## src/rtl/mac_tx_frame_arbiter.sv

```systemverilog
// mac_tx_frame_arbiter: frame-level arbiter sharing the MAC TX path between CH_NUM sources
// Ports: logic_clk / logic_rst (synchronous, active-high);
//   arb_req_data_in/valid_in/last_in, arb_req_ready_out : per-channel byte streams;
//   mac_rnet_data/valid/last_out, mac_rnet_ready_in      : forwarded stream to the CRC stage;
//   arb_grant_out : one-hot grant; arb_busy_out : high in XFER or GAP.
// Build option MAC_TX_ARB_FIXED_PRIO_EN: lowest-index requester wins instead of round robin.
module mac_tx_frame_arbiter #(
  parameter int CH_NUM     = 2,
  parameter int IFG_CYCLES = 12
) (
  input  logic                  logic_clk,
  input  logic                  logic_rst,
  input  logic [8*CH_NUM-1:0]   arb_req_data_in,
  input  logic [CH_NUM-1:0]     arb_req_valid_in,
  input  logic [CH_NUM-1:0]     arb_req_last_in,
  output logic [CH_NUM-1:0]     arb_req_ready_out,
  output logic [7:0]            mac_rnet_data_out,
  output logic                  mac_rnet_valid_out,
  output logic                  mac_rnet_last_out,
  input  logic                  mac_rnet_ready_in,
  output logic [CH_NUM-1:0]     arb_grant_out,
  output logic                  arb_busy_out
);
  localparam int CW = CH_NUM > 1 ? $clog2(CH_NUM) : 1;
  typedef enum logic [1:0] {IDLE, XFER, GAP} state_t;
  state_t state_q, state_d;
  logic [CH_NUM-1:0] grant_q, grant_d;
  logic [7:0] cnt_q, cnt_d;
  logic [CW-1:0] win;
  logic beat_last;
`ifndef MAC_TX_ARB_FIXED_PRIO_EN
  logic [CW-1:0] last_ch_q, last_ch_d;
`endif
  // Descending search so the last hit is the highest-priority candidate.
  always_comb begin
    logic [CW-1:0] idx;
    idx = '0;
    win = '0;
`ifdef MAC_TX_ARB_FIXED_PRIO_EN
    for (int k = CH_NUM - 1; k >= 0; k--) begin
      idx = CW'(k);
      if (arb_req_valid_in[idx]) win = idx;
    end
`else
    for (int k = CH_NUM; k >= 1; k--) begin
      idx = CW'((int'(last_ch_q) + k) % CH_NUM);
      if (arb_req_valid_in[idx]) win = idx;
    end
`endif
  end
  // Grant is only nonzero in XFER, so IDLE and GAP drive all zeros here.
  always_comb begin
    mac_rnet_data_out = '0;
    mac_rnet_valid_out = 1'b0;
    mac_rnet_last_out = 1'b0;
    arb_req_ready_out = '0;
    for (int i = 0; i < CH_NUM; i++)
      if (grant_q[i]) begin
        mac_rnet_data_out = arb_req_data_in[8*i +: 8];
        mac_rnet_valid_out = arb_req_valid_in[i];
        mac_rnet_last_out = arb_req_last_in[i];
        arb_req_ready_out[i] = mac_rnet_ready_in;
      end
  end
  assign beat_last = mac_rnet_valid_out & mac_rnet_ready_in & mac_rnet_last_out;
  assign arb_grant_out = grant_q;
  assign arb_busy_out = state_q != IDLE;
  always_comb begin
    state_d = state_q;
    grant_d = grant_q;
    cnt_d = cnt_q;
`ifndef MAC_TX_ARB_FIXED_PRIO_EN
    last_ch_d = last_ch_q;
`endif
    case (state_q)
      IDLE:
        if (|arb_req_valid_in) begin
          state_d = XFER;
          grant_d = {{(CH_NUM-1){1'b0}}, 1'b1} << win;
`ifndef MAC_TX_ARB_FIXED_PRIO_EN
          last_ch_d = win;
`endif
        end
      XFER:
        if (beat_last) begin
          state_d = GAP;
          grant_d = '0;
          cnt_d = 8'(IFG_CYCLES - 1);
        end
      GAP: begin
        state_d = cnt_q == 8'd0 ? IDLE : GAP;
        cnt_d = cnt_q == 8'd0 ? cnt_q : cnt_q - 8'd1;
      end
      default: state_d = IDLE;
    endcase
  end
  always_ff @(posedge logic_clk) begin
    if (logic_rst) begin
      state_q <= IDLE;
      grant_q <= '0;
      cnt_q <= '0;
`ifndef MAC_TX_ARB_FIXED_PRIO_EN
      last_ch_q <= CW'(CH_NUM - 1);
`endif
    end else begin
      state_q <= state_d;
      grant_q <= grant_d;
      cnt_q <= cnt_d;
`ifndef MAC_TX_ARB_FIXED_PRIO_EN
      last_ch_q <= last_ch_d;
`endif
    end
  end
endmodule
```

## config.mk

```make
export PLATFORM = sky130hd
export DESIGN_NAME = mac_tx_frame_arbiter
export DESIGN_NICKNAME = d
export VERILOG_FILES = /design/src/rtl/mac_tx_frame_arbiter.sv
export SDC_FILE = /design/constraint.sdc
export NUM_CORES = 1
export LEC_CHECK = 0
export CAP_MARGIN = 20
export CORE_ASPECT_RATIO = 0.7
export CORE_MARGIN = 3
export CORE_UTILIZATION = 40
export CTS_BUF_LIST = sky130_fd_sc_hd__clkbuf_8
export CTS_CLUSTER_SIZE = 10
export DETAILED_ROUTE_END_ITERATION = 6
export PLACE_DENSITY = 0.82
export SKIP_LAST_GASP = 1
export SLEW_MARGIN = 40
export SYNTH_ARGS = -nofsm -noshare
export SYNTH_HDL_FRONTEND = slang
export SYNTH_SLANG_ARGS = --single-unit
```

## constraint.sdc

```tcl
create_clock -name logic_clk -period 2.6 [get_ports logic_clk]
set_clock_uncertainty 0.2 [all_clocks]
set_input_delay 0.39 -clock logic_clk [delete_from_list [all_inputs] [get_ports logic_clk]]
set_output_delay 0.39 -clock logic_clk [all_outputs]
set_load 0.02 [all_outputs]
```

==> results of run 1 <==
-- layout make-up --
| cell class | count | area share |
|---|---|---|
| multi-input cells | 78 | 0.436 |
| repair buffers | 39 | 0.296 |
| flip-flops and latches | 13 | 0.200 |
| clock buffers | 3 | 0.0318 |
| well taps | 22 | 0.0212 |
| inverters | 4 | 0.0115 |
| clock inverters | 1 | 0.00289 |
-- path summary, 6_finish.rpt --
kind                       start                  to  slack (ps)  cells after the start
max          arb_req_valid_in[1]  mac_rnet_valid_out         280                      3
min                     cnt_q[1]            cnt_q[1]         320                      1
max reg2reg             cnt_q[0]            cnt_q[4]         580                      6
min reg2reg             cnt_q[1]            cnt_q[1]         320                      1
-- registers in the layout, indices dropped and copies added, names as in the netlist --
register / flops
cnt_q: 8
arb_grant_out: 2
state_q: 2
last_ch_q: 1
-- through the flow --
| step | hold WS (ps) | cell area [µm²] | cells | worst slack, ps |
|---|---|---|---|---|
| 2_1_floorplan | 286 | 853 | 98 | 835 |
| 3_3_place_gp | 305 | 1250 | 156 | 304 |
| 3_5_place_dp | 317 | 1250 | 156 | 288 |
| 4_1_cts | 330 | 1300 | 160 | 278 |
| 5_1_grt | 366 | 1300 | 160 | 152 |
| 6_report | 325 | 1300 | 160 | 284 |
-- cell families (layout without fill, tap and decap cells) --
family,after synthesis,in the layout,synth area share
AND/OR/NAND/NOR,38,38,0.284
flip-flops,13,13,0.305
AO/OA/AOI/OAI,38,38,0.350
adder cells (fa/ha/maj),2,2,0.0293
buffers and inverters,7,47,0.0308
-- Yosys cell counts (2+ instances only) --
cell,number
o21ai_0,2
a211oi_1,2
nand2b_1,4
nand2_1,3
and3_1,3
nand3_1,2
o21ai_1,2
clkbuf_1,3
o21a_1,4
nor3_1,6
dfxtp_1,13
a22o_1,9
nor2_1,4
o31ai_1,2
nor2b_1,4
and2_1,2
inv_1,4
a21oi_1,9
o21bai_1,2
ha_1,2
nor3b_1,2
-- critical path, stage by stage --
cell             delay, ps
clkdlybuf4s50_1        570
a22o_1                 170
clkdlybuf4s50_1        600
-- metal layers --
layer,share of wire,wire (µm),up-vias,track usage
met5,0,0,-,0
met2,0.47,1140,7,0.306
met3,0.016,38,2,0.0437
met1,0.50,1210,413,0.292
li1,-,-,453,-
met4,0.0067,16,0,0.0390
-- layout by cell type, fill, tap and decap left out, drive strengths merged --
cell / n
or2b: 1
and2: 2
a22o: 9
a2111oi: 1
nand4b: 1
ha: 2
dfxtp: 13
nand3: 2
and4b: 1
nor3: 6
clkdlybuf4s50: 37
nand2b: 4
or3: 1
o21ai: 4
o211ai: 1
clkbuf: 3
or4: 1
a221oi: 1
and3: 3
o21bai: 3
a311oi: 1
nor3b: 2
a211oi: 2
nor2b: 4
a21oi: 10
o31ai: 2
buf: 2
inv: 5
nand2: 3
nor4: 1
or2: 1
nor4b: 1
nor2: 4
o21a: 4
-- report_power, final --
group / switching (W) / internal, W
Combinational: 0.0000636 / 0.0000822
Clock: 0.0000696 / 0.000104
Sequential: 0.00000717 / 0.000205
==> impl_metrics.csv, run 1 <==
group,metric,value,unit
die,die_y,44.6,µm
synth,synthArstFlopShare,0,
power,p_total,0.000532,W
routing,wl,2400,µm
power,irDropWorstVdd,453,µV
setup_path,start_kind,"primary input",
cts,numCtsBuffers,3,
sta,hold_viol_final,0,
sta,setup_viol,0,
sta,slew_headroom,0.676,
synth,synth_edf_count,0,
place,dp_hpwl,1980,µm
setup_path,cp-end-kind,"output pin",
global_routing,grt_use_total,0.201,
finish,fillers,151,
routing,dr_total_vias,875,
die,ios,38,
finish,regArea,260,µm²
synth,synthTopCellsByArea,"dfxtp_1 (30%), a22o_1 (9.2%), a21oi_1 (5.3%)",
global_routing,grt_pass1_wl,4060,µm
sta,report.final.slew_viol_count,0,
synth,synth_seq_cells,13,
cts,post_cts_buffers,0,
synth,synth_area_per_cell,8.71,µm²
synth,yosysTopAreaCellShare,0.305,
cts,cts-htree-levels,1,
place,numPortBuffers,37,
die,rows,13,
routing,drtAntennaViolNets,0,
synth,syn_inst,98,
sta,rsz0062_at_grt,"no",
finish,finalNetCount,164,
setup_path,crit_type,"primary input to output pin",
hold_path,hp-class,"register to register",
synth,synth_nets,123,
setup_path,crit_arrival,1730,ps
routing,wl_per_cell,15.0,µm
sta,period_share,0.891,
synth,ys_seq_area_frac,0.305,
finish,multi_input_area,567,µm²
cts,cts.repair.resized,0,
global_routing,grt_pass1_vias,853,
global_routing,antenna_found_initial,0,
flow_run,max_cap_viol_count,0,
global_routing,grt_max_degree,15,
synth,synth_top_area_cell,"dfxtp_1",
sta,fin_crit,2320,ps
cts,clock-sinks,13,
synth,synth_area,853,µm²
cts,insertion_delay,240,ps
die,die_area,2730,µm²
setup_path,cp_max_fo,6,
global_routing,grt_overflow,0,
finish,n_antenna_cell,0,
sta,fmax,0.432,GHz
power,power.density,409,nW/µm²
routing,route.detailed.drc,0,
synth,synth_cell_type_count,35,
sta,tightest_slew,485,ps
setup_path,required,2010,ps
cts,cts_tree,"yes",
finish,fin_util,0.672,
sta,tns,0,ps
synth,yosys_warnings,0,
die,die_w,61.2,µm
routing,firstDrtPassIters,4,
finish,areaGrowthSynthToFinish,52.3,%
cts,clk_pin_slew_worst_paths,50,ps
status,outcome,"finished clean",
cts,holdBufCountCts,0,
cts,cts-root-buf,"clkbuf_8",
routing,dr.first_iter.drc_count,22,
place,gp_congestion,0.715,
die,coreArea,1940,µm²
cts,cts_buffer_depth,2,
synth,synthFlopType,"dfxtp_1",
die,start_util,0.441,
finish,drive_above_1_share,0.0725,
routing,viasPerCell,5.47,
power,p_leak,0.505,nW
Power figures use the tool's default switching activity.
==> run 2, diff against run 1 <==
Settings changed: CORE_ASPECT_RATIO 0.7 to 1.25, CTS_BUF_LIST sky130_fd_sc_hd__clkbuf_8 to unset.
==> run 2 against run 1 <==
  * Sequential power barely moved
  * Largest power group unchanged
  * Sequential share of layout area increased by 0.31 points
  * Largest cell class unchanged
  * Combinational power about the same
  * Critical path type is now register to output pin
  * Cell count decreased by 1.3%
  * Die area is 0.20% lower
==> impl_metrics.csv, run 2 (synthesis gave the netlist of run 1 again) <==
group,metric,value,unit
routing,wl_per_cell,14.2,µm
setup_path,required,2010,ps
cts,cts_tree,"yes",
finish,areaGrowthSynthToFinish,50.0,%
sta,fin_crit,2330,ps
place,placed_cell_area,1250,µm²
routing,viasPerCell,5.72,
power,power.density,377,nW/µm²
power,irDropWorstVdd,320,µV
routing,dr_total_vias,904,
global_routing,grt_use_total,0.172,
die,die_w,47.3,µm
sta,slew_headroom,0.682,
routing,firstDrtPassIters,4,
place,dp_hpwl,1730,µm
finish,design_area,1280,µm²
global_routing,grtUsageMet2,0.326,
cts,clk_pin_slew_worst_paths,80,ps
finish,final_cell_mix,"clkdlybuf4s50_1 (37), dfxtp_1 (13), a22o_1 (9), a21oi_1 (9), nor3_1 (6)",
setup_path,crit_chain,"nor2b_1 -> buf_4 -> a22o_1 -> clkdlybuf4s50_1",
sta,setup_viol,0,
global_routing,antenna_found_initial,0,
global_routing,use_met3,0.0373,
global_routing,grt_pass1_wl,3470,µm
routing,dr.first_iter.drc_count,16,
setup_path,cp_max_fo,9,
flow_run,max_cap_viol_count,0,
cts,clock-sinks,13,
setup_path,slowest_delay,590,ps
power,p_total,0.000482,W
setup_path,start_kind,"register",
setup_path,r2r_setup_slack,560,ps
finish,final_common_cell,"clkdlybuf4s50_1",
place,gp_congestion,0.856,
sta,report.final.slew_viol_count,0,
global_routing,grt_max_degree,16,
global_routing,grt_overflow,0,
global_routing,grt.busiest_layer,"met2",
die,die_area,2730,µm²
sta,hold_viol_final,0,
setup_path,cp_slowest_cell,"clkdlybuf4s50_1",
die,coreArea,2000,µm²
power,p_leak,0.496,nW
cts,numCtsBuffers,3,
setup_path,crit_type,"register to output pin",
place,numPortBuffers,37,
die,die_y,57.6,µm
setup_path,crit_arrival,1740,ps
global_routing,grt_pass1_vias,847,
cts,cts-htree-levels,1,
global_routing,grt.met1_usage,0.155,
finish,stdcell_count,158,
die,ios,38,
hold_path,hp-class,"register to register",
setup_path,crit_family,"buffers and inverters",
cts,post_cts_buffers,0,
sta,fmax,0.430,GHz
cts,cts.repair.resized,0,
sta,tns,0,ps
routing,route.detailed.drc,0,
finish,finalNetCount,164,
routing,wl,2250,µm
sta,tightest_slew,476,ps
die,start_util,0.426,
finish,largest_reg_flops,8,
cts,insertion_delay,280,ps
status,outcome,"finished clean",
cts,holdBufCountCts,0,
finish,multi_input_area,567,µm²
finish,n_antenna_cell,0,
die,rows,18,
finish,drive_above_1_share,0.0797,
setup_path,crit_buf_inv,2,
place,dp.cells,154,
finish,regArea,260,µm²
setup_path,cp-end-kind,"output pin",
sta,period_share,0.895,
finish,regMostFlops,"cnt_q",
cts,cts_buffer_depth,2,
finish,fillers,169,
sta,rsz0062_at_grt,"no",
cts,cts-root-buf,"clkbuf_4",
routing,drtAntennaViolNets,0,
-- run 2: cell types whose count changed in the layout (fill, tap and decap cells not counted), sizes merged --
cell | previous run | this run
inv | 5 | 4
clkinv | 0 | 1
-- run 2: per-layer routing --
metal,routed length [µm],up-vias,part of all wire
met5,0,-,0
met4,50,0,0.022
met3,288,5,0.13
met2,1120,44,0.50
met1,787,400,0.35
li1,-,455,-
-- run 2: final cells by class --
type,count,area share
clock buffer,3,0.0176
tap,20,0.0196
inverter,4,0.0117
sequential,13,0.203
timing repair buffer,39,0.301
clock inverter,1,0.00391
multi-input combinational,78,0.443
-- run 2: through the flow --
stage          utilization  worst slack (ps)  hold WS, ps
2_1_floorplan            -               835          286
3_3_place_gp         0.625               311          273
6_report             0.639               272          283
4_1_cts              0.639               255          290
5_1_grt              0.639               158          328
3_5_place_dp         0.625               286          276
-- run 2: worst reg2reg max path: stages, from the launching register on --
cell and delay [ps]:
dfxtp_1 350, inv_1 100, ha_1 200, nor4b_4 370, a21oi_2 160, o21bai_4 260
a311oi_1 300
-- run 2: worst paths after layout --
check                                       from            endpoint  cells after the start
worst max register to register          cnt_q[0]            cnt_q[4]                      6
worst min-delay path            arb_grant_out[1]    arb_grant_out[1]                      2
worst min register to register  arb_grant_out[1]    arb_grant_out[1]                      2
worst max-delay path            arb_grant_out[0]  mac_rnet_valid_out                      4
-- run 2: power by group --
part	internal, W	switching (W)
logic	0.0000823	0.0000612
clock network	0.0000572	0.0000696
registers	0.000205	0.00000709
total	0.000344	0.000138
